### src/rtl/io_display_controller.sv
// Memory-mapped LED / seven-segment display peripheral on the io_* bus.
// Registered readback, per-digit hex decode, blink and free-running counter.
module io_display_controller #(
  parameter logic [31:0] BASE_ADDR    = 32'h0,
  parameter int          NUM_RED      = 18,
  parameter int          NUM_GREEN    = 9,
  parameter int          NUM_HEX      = 4,
  parameter int          BLINK_DIVIDE = 25000000
) (
  input  logic                   clk,
  input  logic                   reset_n,
  input  logic                   io_write_en,
  input  logic                   io_read_en,
  input  logic [31:0]            io_address,
  input  logic [31:0]            io_write_data,
  output logic [31:0]            io_read_data,
  output logic [NUM_RED-1:0]     red_led,
  output logic [NUM_GREEN-1:0]   green_led,
  output logic [7*NUM_HEX-1:0]   hex
);

  localparam int PW = $clog2(BLINK_DIVIDE);
  localparam logic [PW-1:0] PMAX = PW'(BLINK_DIVIDE - 1);

  localparam logic [31:0] A_RED   = 32'h00;
  localparam logic [31:0] A_GREEN = 32'h04;
  localparam logic [31:0] A_MODE  = 32'h28;
  localparam logic [31:0] A_BLINK = 32'h2C;
  localparam logic [31:0] A_CYC   = 32'h30;

  logic [NUM_RED-1:0]   red_q;
  logic [NUM_GREEN-1:0] green_q;
  logic [6:0]           hex_q [NUM_HEX];
  logic [NUM_HEX-1:0]   mode_q;
  logic [NUM_HEX-1:0]   bhex_q;
  logic                 bred_q;
  logic                 bgreen_q;
  logic [31:0]          cycles_q;
  logic [PW-1:0]        presc_q, presc_d;
  logic                 phase_q, phase_d;
  logic [31:0]          rdata_q, rdata_d;
  logic [31:0]          off;
  logic                 wr_blink;
  logic                 unused_wdata;

  assign off          = io_address - BASE_ADDR;
  assign wr_blink     = io_write_en && (off == A_BLINK);
  assign io_read_data = rdata_q;
  assign unused_wdata = ^io_write_data;

  function automatic logic [6:0] seg(input logic [3:0] v);
    logic [6:0] s;
    unique case (v)
      4'h0: s = 7'h40;
      4'h1: s = 7'h79;
      4'h2: s = 7'h24;
      4'h3: s = 7'h30;
      4'h4: s = 7'h19;
      4'h5: s = 7'h12;
      4'h6: s = 7'h02;
      4'h7: s = 7'h78;
      4'h8: s = 7'h00;
      4'h9: s = 7'h10;
      4'hA: s = 7'h08;
      4'hB: s = 7'h03;
      4'hC: s = 7'h46;
      4'hD: s = 7'h21;
      4'hE: s = 7'h06;
      default: s = 7'h0E;
    endcase
    return s;
  endfunction

  // A BLINK write restarts the blink period from a visible phase.
  always_comb begin
    presc_d = presc_q + PW'(1);
    phase_d = phase_q;
    if (wr_blink) begin
      presc_d = '0;
      phase_d = 1'b0;
    end else if (presc_q == PMAX) begin
      presc_d = '0;
      phase_d = ~phase_q;
    end
  end

  always_comb begin
    rdata_d = 32'h0;
    case (off)
      A_RED:   rdata_d = 32'(red_q);
      A_GREEN: rdata_d = 32'(green_q);
      A_MODE:  rdata_d = 32'(mode_q);
      A_BLINK: rdata_d = {14'h0, bgreen_q, bred_q, 16'(bhex_q)};
      A_CYC:   rdata_d = cycles_q;
      default: rdata_d = 32'h0;
    endcase
    for (int i = 0; i < NUM_HEX; i++)
      if (off == 32'(8 + 4 * i)) rdata_d = 32'(hex_q[i]);
  end

  always_ff @(posedge clk) begin
    if (!reset_n) begin
      red_q    <= '0;
      green_q  <= '0;
      mode_q   <= '0;
      bhex_q   <= '0;
      bred_q   <= 1'b0;
      bgreen_q <= 1'b0;
      cycles_q <= 32'h0;
      presc_q  <= '0;
      phase_q  <= 1'b0;
      rdata_q  <= 32'h0;
      for (int i = 0; i < NUM_HEX; i++) hex_q[i] <= 7'h7F;
    end else begin
      cycles_q <= cycles_q + 32'd1;
      presc_q  <= presc_d;
      phase_q  <= phase_d;
      if (io_read_en) rdata_q <= rdata_d;
      if (io_write_en) begin
        if (off == A_RED)   red_q   <= io_write_data[NUM_RED-1:0];
        if (off == A_GREEN) green_q <= io_write_data[NUM_GREEN-1:0];
        if (off == A_MODE)  mode_q  <= io_write_data[NUM_HEX-1:0];
        if (off == A_BLINK) begin
          bhex_q   <= io_write_data[NUM_HEX-1:0];
          bred_q   <= io_write_data[16];
          bgreen_q <= io_write_data[17];
        end
        for (int i = 0; i < NUM_HEX; i++)
          if (off == 32'(8 + 4 * i)) hex_q[i] <= io_write_data[6:0];
      end
    end
  end

  always_comb begin
    red_led   = (phase_q && bred_q) ? '0 : red_q;
    green_led = (phase_q && bgreen_q) ? '0 : green_q;
    hex       = '0;
    for (int i = 0; i < NUM_HEX; i++) begin
      if (phase_q && bhex_q[i])
        hex[7*i +: 7] = 7'h7F;
      else if (mode_q[i])
        hex[7*i +: 7] = seg(hex_q[i][3:0]);
      else
        hex[7*i +: 7] = hex_q[i];
    end
  end

endmodule

### config.mk
export PLATFORM = sky130hd
export DESIGN_NAME = io_display_controller
export DESIGN_NICKNAME = d
export VERILOG_FILES = /design/src/rtl/io_display_controller.sv
export SDC_FILE = /design/constraint.sdc
export NUM_CORES = 1
export LEC_CHECK = 0
export CAP_MARGIN = 20
export CORE_MARGIN = 8
export CORE_UTILIZATION = 30
export CTS_CLUSTER_SIZE = 20
export DETAILED_ROUTE_END_ITERATION = 12
export MAX_ROUTING_LAYER = met4
export SLEW_MARGIN = 30
export SYNTH_ARGS = -nofsm -noshare
export SYNTH_HDL_FRONTEND = slang
export SYNTH_SLANG_ARGS = --single-unit
### constraint.sdc
create_clock -name clk -period 7.85 [get_ports clk]
set_input_delay 2.355 -clock clk [delete_from_list [all_inputs] [get_ports clk]]
set_output_delay 2.355 -clock clk [all_outputs]
set_load 0.01 [all_outputs]
# ---- Word level (Yosys, flattened, before mapping)
# Memory sizes are Yosys's and may differ from the RTL's.
# Index checks and enable logic that the tools add are counted.
dict set report word_totals {
  memories 5
  romBits 448
  input_bits 68
  ramBits 28
  regBits 127
}
# memory depth word_bits read_ports rd_ports_with_merged_regs wr line
set memory_table {}
lappend memory_table {{(name not given)} 16 7 1 0 0 53} ;# unique case (v)
lappend memory_table {{(name not given)} 16 7 1 0 0 53}
lappend memory_table {{(name not given)} 16 7 1 0 0 53}
lappend memory_table {{(name not given)} 16 7 1 0 0 53}
lappend memory_table {hex_q 4 7 4 0 4 33} ;# logic [6:0] hex_q [NUM_HEX];
dict set report op_classes {
  mux 36
  bitwise 6
  n_reduce_logical 14
  add_sub_neg 2
  n_eq_ne 9
}
# op count
set ops {}
lappend ops {{$pmux W32 S5} 1}
lappend ops {{$mux W32} 4}
lappend ops {{$eq A32 B6 Y1 const B} 3}
lappend ops {{$mux W7} 12}
lappend ops {{$eq A32 B4 Y1 const B} 2}
lappend ops {{$eq A32 B5 Y1 const B} 2}
lappend ops {{$add A32 B1 Y32 const B} 1}
lappend ops {{$eq A32 B3 Y1 const B} 1}
lappend ops {{$logic_not A32 Y1} 1}
lappend ops {{$add A25 B1 Y25 const B} 1}
lappend ops {{$eq A25 B25 Y1 const B} 1}
lappend ops {{$mux W18} 1}
lappend ops {{$mux W1} 17}
lappend ops {{$mux W9} 1}
lappend ops {{$reduce_and A2 Y1} 4}
lappend ops {{$logic_and A1 B1 Y1} 7}
lappend ops {{$or A1 B1 Y1} 4}
lappend ops {{$reduce_or A3 Y1} 1}
lappend ops {{$not A1 Y1} 2}
lappend ops {{$reduce_or A2 Y1} 1}

# ---- Logic depth before layout (Yosys ltp)
# Gate-level depths: netlist of the first run.
dict set report logic_depth {
  word_depth 6
  mapped_depth 7
  mapped_depth_nobuf 7
}

# ---- Least setup slack after synthesis of the first run
# OpenSTA, ideal clock, no wires.
dict set report synth_timing {
  path_kind {input-to-reg}
  start {in io_address[13]}
  end {mem hex_q[2][0], enable pin}
  setup_time_ns 0.381
  arrival_ns 4.118
  n_path_buf 1
  slack_ns 3.351
  path_stages 6
  path_cell_list {nor4_2 nand4_4 buf_4 nor2_1 nand3_1 o21ai_0}
}
# item line
set synth_lines {}
lappend synth_lines {{start, declared} 14} ;# input logic [31:0] io_address,
lappend synth_lines {{end, declared} 33}

# ---- Worst setup path after layout of the first run
dict set report layout_timing {
  start {in io_address[2]}
  end {reg red_q[17]}
}
dict set report layout_between {
  elab_chain_cells 2
}
# item line
set layout_lines {}
lappend layout_lines {{$logic_not A32 Y1} 120} ;# if (off == A_RED) red_q <= io_write_data[NUM_RED-1:0];
lappend layout_lines {{$reduce_and A2 Y1 (no source line)} n/a}
lappend layout_lines {{end signal, assigned} 120}
lappend layout_lines {{end, declared} 31} ;# logic [NUM_RED-1:0] red_q;
# Every way passes these cells.
# A chain may end at the register's enable or synchronous reset.

==> flow_summary.toml, run 1 <==
[worst_setup_path]
cpMaxStageDelayCell = "clkdlybuf4s50_1"
critPathCaptureType = "flip-flop"
critical_path_buf_inv_count = 4
cp_cell_sequence = "clkdlybuf4s50_1 > buf_4 > clkinv_1 > nand2_1 > nor4b_4 > buf_4 > nand3_1 > o21ai_0"
reg2reg_slack_ps = 5570
cp_top_family = "buffers and inverters"
start_kind = "primary input"
path_class = "in2reg"
required_ps = 8200
crit_fanout = 30
cp.arrival_ps = 5310
cpMostUsedCell = "buf_4"
critical_path.max_stage_delay_ps = 810

[floorplan]
start_util = 0.305
rows = 62
fp.dieH_um = 187
boundaryPins = 155
die_w_um = 187
die_area_um2 = 34900
core_area_um2 = 28700

[detailed_routing]
dr.pass1.iters = 5
wl_um = 25900
via_per_inst = 5.09
ant_nets = 0
num_vias = 7622
drc = 0
wl_per_cell_um = 17.3
drt_iter0_markers = 533

[logic_synthesis]
synthTopCellsByCount = "dfxtp_1 (127), nand2_1 (109), o21ai_0 (77)"
yosysTopAreaCellShare = 0.291
synth.most_common_cell = "dfxtp_1"
yosysTopAreaCell = "dfxtp_1"
yosysSeqAreaShare = 0.387
synth.distinct_cells = 64
ys_async_sr_fraction = 0
avgSynthCellArea_um2 = 8.79
ys_warn_count = 0
synth_edf_count = 28
yosys_register_bits = 155
synth_ff_type = "dfxtp_1"
syn_inst = 994
yosys-top-cells-area = "dfxtp_1 (29%), edfxtp_1 (9.6%), nand2_1 (4.7%)"
syn_nets = 1088
syn_area_um2 = 8740

[placement]
dp_hpwl_um = 19200
place.gp.congestion = 0.923
io_buffers = 140
dp.cells = 1464

[timing]
fin_crit_ps = 4960
finalSetupViolCount = 0
fin_crit_sh = 0.632
clock.fmax_mhz = 202
tightest_slew_ps = 869
slew_violations = 0
rsz0062_at_grt = "false"
fin_tns_setup_ps = 0
hold_viol = 0
skew_ps = 9.94
max_slew_margin = 0.416

[power]
p_leak_nw = 3.89
ir_drop_v = 0.000130
p_per_area_nw_per_um2 = 167

[clock_network]
htreeDepth = 4
cts_tree = "built"
cts_buffers = 17
cts_resized = 0
postCtsHoldBufs = 0
root_buffer = "clkbuf_16"
post_cts_buffers = 0
path_clk_slew_ps = 60
clock-sinks = 155
clock_path_buffers = 2
insertion_delay_ps = 430

[grt]
gr-total-overflow = 0
grt_pass1_vias = 7389
grt_max_degree = 92
antenna_found_initial = 0
track_usage = 0.150
grt_pass1_wl_um = 41100

[layout]
nNetsFinal = 1193
fin_cells = 1496
diodes = 0
multi_input_area_um2 = 4960
n_fill_cell = 2887
final_util = 0.383
drive_gt1_frac = 0.0836
seq_area_um2 = 3380
syn2layout_area_growth_pct = 25.6

[status]
status = "completed"

[worst_hold_path]
min_path_type = "reg2reg"

[flow_run]
maxCapViolations = 0
-- where the power goes --
group	internal, W	total (W)	switching (W)
registers	0.000819	0.000837	0.0000178
clock network	0.000495	0.000853	0.000358
logic	0.0000652	0.000148	0.0000829
total	0.00138	0.00184	0.000459
-- worst paths after layout --
path                                                   start                            to  cells past startpoint
worst max-delay path                           io_address[2]        red_q[17]$_SDFFE_PN0P_                      8
worst min-delay path            io_read_data[8]$_SDFFE_PN0P_  io_read_data[8]$_SDFFE_PN0P_                      2
worst max register to register        cycles_q[3]$_SDFF_PN0_       cycles_q[30]$_SDFF_PN0_                      5
worst min register to register  io_read_data[8]$_SDFFE_PN0P_  io_read_data[8]$_SDFFE_PN0P_                      2
-- worst min-delay path: cells and delay by family, from the launching register on --
kind | cells | cell delay [ps]
simple gates | 1 | 50
compound gates | 1 | 50
flops | 1 | 330
-- registers in the layout (all words and copies together) (netlist names) --
name / count
green_q: 9
cycles_q: 32
presc_q: 25
bhex_q: 4
mode_q: 4
red_q: 18
hex_q: 28
io_read_data: 32
bred_q: 1
phase_q: 1
bgreen_q: 1
-- per-stage QoR --
step                hold slack (ps)  instance area [µm²]  power (W)  worst slack, ps
CTS                             462                11000    0.00185             2700
global route                    485                11000    0.00190             2680
floorplan                       430                 8740   0.000925             3350
global placement                442                10400    0.00100             2320
detailed placement              448                10400    0.00100             2250
finish                          457                11000    0.00184             2890
-- cells in the final DEF (no fill, tap or decap), types with 29 or more instances in the layout --
cell / synthesis / layout
nand2b_1: 34 / 34
o211ai_1: 29 / 29
a22o_1: 36 / 36
clkdlybuf4s50_1: 0 / 139
nand2_1: 109 / 109
and2_1: 32 / 32
o21ai_0: 77 / 73
nand3_1: 73 / 73
nor2_1: 76 / 75
dfxtp_1: 127 / 127
-- metal layers --
| metal | vias up | track usage | routed length, µm |
|---|---|---|---|
| met5 | - | - | 0 |
| met4 | 0 | 0.0525 | 657 |
| met1 | 3574 | 0.198 | 12300 |
| li1 | 3788 | - | - |
| met2 | 220 | 0.227 | 11600 |
| met3 | 40 | 0.0295 | 1290 |
-- cells by family (layout without fill, tap and decap cells) --
family          after synthesis  in the layout  synth area share
fa+ha+maj                    26             26            0.0372
simple gates                439            439             0.292
buf+inv                      89            207            0.0464
xor+xnor                     46             46            0.0461
flops                       155            155             0.387
mux                          17             17            0.0203
compound gates              222            222             0.171
-- final cells by class --
cell class,instances,area share
multi-input cells,750,0.451
flip-flops and latches,155,0.308
repair buffers,145,0.131
well taps,384,0.0438
clock buffers,19,0.0412
clock inverters,13,0.0141
inverters,30,0.0103
Note: power is estimated with default switching activity, not from simulation.
==> run 2: changes to the inputs <==
==> constraint.sdc (replaced) <==
create_clock -name clk -period 4.05 [get_ports clk]
set_input_delay 1.215 -clock clk [delete_from_list [all_inputs] [get_ports clk]]
set_output_delay 1.215 -clock clk [all_outputs]
set_load 0.01 [all_outputs]
==> flow_summary.toml, run 2 (synthesized netlist as in run 1, its figures left out) <==
[timing]
max_slew_margin = 0.579
fin_crit_sh = 0.927
rsz0062_at_grt = "false"
finalSetupViolCount = 0
fin_crit_ps = 3750
fin_tns_setup_ps = 0
clock.fmax_mhz = 266
hold_viol = 0
skew_ps = 11.8
slew_violations = 0
tightest_slew_ps = 631

[worst_setup_path]
ff2ff_path_depth = 5
crit_fanout = 7
cp.arrival_ps = 2540
critPathCaptureType = "primary output"
start_kind = "flip-flop"
rr_startpoint = "cycles_q[3]$_SDFF_PN0_"
timing.rr.end = "cycles_q[30]$_SDFF_PN0_"
required_ps = 2830
path_class = "reg2out"
reg2reg_slack_ps = 1720

[layout]
nNetsFinal = 1212
n_fill_cell = 2896
layout_commonest_cell = "clkdlybuf4s50_1"
mostFrequentLayoutCells = "clkdlybuf4s50_1 (139), dfxtp_1 (127), nand2_1 (109)"
drive_gt1_frac = 0.0990
design_area_um2 = 11100
fin_cells = 1516
final_util = 0.388
syn2layout_area_growth_pct = 27.3

[detailed_routing]
via_per_inst = 5.06
wl_um = 26100
drc = 0
wl_per_cell_um = 17.2
num_vias = 7668
dr.pass1.iters = 5
ant_nets = 0
drt_iter0_markers = 468

[status]
status = "completed"

[placement]
dp_hpwl_um = 19600
placed_cell_area_um2 = 10500
io_buffers = 140
dp.cells = 1483
place.gp.congestion = 0.931

[floorplan]
die_w_um = 187
rows = 62
fp.dieH_um = 187
core_area_um2 = 28700
start_util = 0.305
die_area_um2 = 34900
boundaryPins = 155

[grt]
antenna_found_initial = 0
grt_max_degree = 50
grt_pass1_vias = 7235
grt_pass1_wl_um = 40800
gr-total-overflow = 0
track_usage = 0.149

[clock_network]
root_buffer = "clkbuf_16"
path_clk_slew_ps = 60
clock-sinks = 155
clock_path_buffers = 2
cts_tree = "built"
insertion_delay_ps = 440
htreeDepth = 4
cts_buffers = 17
postCtsHoldBufs = 0

[power]
p_per_area_nw_per_um2 = 319
total_power_w = 0.00355
ir_drop_v = 0.000223
p_leak_nw = 3.98

[worst_hold_path]
holdPathEnd = "io_read_data[8]$_SDFFE_PN0P_"
timing.hold.worst.start = "io_read_data[8]$_SDFFE_PN0P_"
min_path_type = "reg2reg"
hold_depth = 2

[flow_run]
maxCapViolations = 0
==> run 2: critical path, cell delays in order (launching register included) <==
cell             delay [ps]
edfxtp_1                550
inv_1                   160
ha_1                    290
mux2_2                  280
nand2_1                  60
o211ai_1                 90
o21ai_0                 110
nand2_1                  70
clkdlybuf4s50_1         490
==> run 2: metal layers <==
| layer | up-vias | GRT usage | wire, µm |
|---|---|---|---|
| li1 | 3819 | - | - |
| met1 | 3609 | 0.195 | 12500 |
| met2 | 208 | 0.230 | 12000 |
| met3 | 32 | 0.0287 | 1180 |
| met4 | 0 | 0.0455 | 440 |
| met5 | - | - | 0 |
==> run 2: area by class of cell <==
class	instances	area (µm²)	area share
antenna	1	2.50	0.000225
clock buffer	19	443	0.0398
clock inverter	13	151	0.0136
inverter	30	113	0.0101
multi-input combinational	750	4960	0.446
sequential	155	3380	0.304
tap	384	480	0.0432
timing repair buffer	164	1590	0.143
==> run 2: worst max-delay path by stage <==
stage	start	end	slack, ps	cells past startpoint
floorplan	io_address[13]	hex_q[2][0]$_SDFFCE_PN1P_	690	6
global placement	io_address[24]	hex_q[2][5]$_SDFFCE_PN1P_	420	7
detailed placement	io_address[18]	hex_q[2][5]$_SDFFCE_PN1P_	340	7
CTS	hex_q[2][1]$_SDFFCE_PN1P_	hex[18]	210	7
global route	hex_q[2][1]$_SDFFCE_PN1P_	hex[18]	80	7
finish	hex_q[1][1]$_SDFFCE_PN1P_	hex[7]	300	8
==> run 2: report_power, final <==
group | switching (W) | total, W | internal, W
clock network | 0.000692 | 0.00163 | 0.000939
registers | 0.0000348 | 0.00162 | 0.00159
logic | 0.000161 | 0.000295 | 0.000133
==> run 2: per-stage QoR <==
stage	hold slack (ps)	setup WS (ps)
finish	461	297
global route	490	79.7
CTS	468	206
detailed placement	455	340
global placement	440	424
floorplan	430	691
==> run 2: what timing repair did <==
item                       CTS  global route
setup endpoints to repair    0             1
buffers inserted             0             0
gates resized for setup      0             1
==> run 3: changes to the inputs <==
--- a/config.mk
+++ b/config.mk
@@ -7,10 +7,11 @@
 export LEC_CHECK = 0
 export CAP_MARGIN = 20
 export CORE_MARGIN = 8
-export CORE_UTILIZATION = 30
+export CORE_UTILIZATION = 48
 export CTS_CLUSTER_SIZE = 20
 export DETAILED_ROUTE_END_ITERATION = 12
 export MAX_ROUTING_LAYER = met4
+export PLACE_DENSITY = 0.77
 export SLEW_MARGIN = 30
 export SYNTH_ARGS = -nofsm -noshare
 export SYNTH_HDL_FRONTEND = slang
==> flow_summary.toml, run 3 (synthesized netlist as in run 1, its figures left out) <==
[layout]
layout_commonest_cell = "clkdlybuf4s50_1"
syn2layout_area_growth_pct = 25.1
nNetsFinal = 1213
mostFrequentLayoutCells = "clkdlybuf4s50_1 (139), dfxtp_1 (127), nand2_1 (109)"
diodes = 0
drive_gt1_frac = 0.0998
fin_cells = 1361
n_fill_cell = 1581

[clock_network]
clock-sinks = 155
insertion_delay_ps = 430
clock_path_buffers = 2
post_cts_buffers = 0
path_clk_slew_ps = 60
root_buffer = "clkbuf_16"
cts_buffers = 17
cts_tree = "built"
cts_resized = 0
htreeDepth = 4
postCtsHoldBufs = 0

[floorplan]
core_area_um2 = 17900
start_util = 0.488
rows = 49
boundaryPins = 155
die_area_um2 = 22800
fp.dieH_um = 151
die_w_um = 151

[detailed_routing]
num_vias = 7901
via_per_inst = 5.81
wl_per_cell_um = 17.7
drt_iter0_markers = 686
wl_um = 24100
ant_nets = 0
dr.pass1.iters = 5
drc = 0

[timing]
clock.fmax_mhz = 260
slew_violations = 0
hold_slack_ps = 463
max_slew_margin = 0.381
skew_ps = 8.17
rsz0062_at_grt = "false"
hold_viol = 0
fin_crit_ps = 3840
fin_tns_setup_ps = 0
tightest_slew_ps = 922
fin_crit_sh = 0.949
finalSetupViolCount = 0

[flow_run]
maxCapViolations = 0

[worst_setup_path]
path_class = "reg2out"
cp.arrival_ps = 2630
start_kind = "flip-flop"
required_ps = 2830
critPathCaptureType = "primary output"
crit_fanout = 5

[placement]
dp_hpwl_um = 17600
dp.cells = 1329
io_buffers = 140
place.gp.congestion = 0.987

[grt]
grt_max_degree = 48
grt_pass1_wl_um = 38400
track_usage = 0.217
antenna_found_initial = 0
gr-total-overflow = 0
grt_pass1_vias = 7220

[worst_hold_path]
min_path_type = "reg2reg"

[power]
ir_drop_v = 0.000316
p_per_area_nw_per_um2 = 325
total_power_w = 0.00355
p_leak_nw = 3.98

[status]
status = "completed"
==> run 3: per-layer routing <==
layer | GRT usage | wire [µm]
met1 | 0.284 | 11000
met2 | 0.330 | 11000
met3 | 0.0469 | 1620
met4 | 0.0683 | 419
met5 | - | 0
==> run 3: path summary, 6_finish.rpt <==
| check | from | to | slack [ps] | cells past startpoint |
|---|---|---|---|---|
| worst max-delay path | hex_q[2][1]$_SDFFCE_PN1P_ | hex[18] | 210 | 7 |
| worst min-delay path | io_read_data[8]$_SDFFE_PN0P_ | io_read_data[8]$_SDFFE_PN0P_ | 460 | 2 |
| worst max register to register | cycles_q[3]$_SDFF_PN0_ | cycles_q[30]$_SDFF_PN0_ | 1680 | 5 |
| worst min register to register | io_read_data[8]$_SDFFE_PN0P_ | io_read_data[8]$_SDFFE_PN0P_ | 460 | 2 |
==> run 3: report_power, final <==
| group | internal, W | switching [W] |
|---|---|---|
| logic | 0.000133 | 0.000160 |
| registers | 0.00159 | 0.0000346 |
| clock network | 0.000932 | 0.000704 |
| total | 0.00265 | 0.000899 |
==> run 3: final cells by class <==
cell class                 count  area [µm²]  share of cell area
sequential                   155        3380               0.309
multi-input combinational    750        4960               0.453
tap                          229         287              0.0262
clock buffer                  17         425              0.0389
inverter                      30         113              0.0103
clock inverter                15         179              0.0164
timing repair buffer         165        1600               0.146
==> run 3: critical path, stage by stage (launching register included) <==
cell and delay [ps]:
edfxtp_1 470, inv_1 190, ha_1 240, inv_1 90, o311ai_0 370, o21ai_0 190
nand2_1 110, clkdlybuf4s50_1 550
==> run 3: metrics by stage <==
stage               instance area (µm²)  setup slack [ps]  utilization
CTS                               10900               161        0.611
global route                      10900               101        0.611
detailed placement                10300               329        0.577
floorplan                          8740               691            -
global placement                  10300               364        0.577
finish                            10900               207        0.611
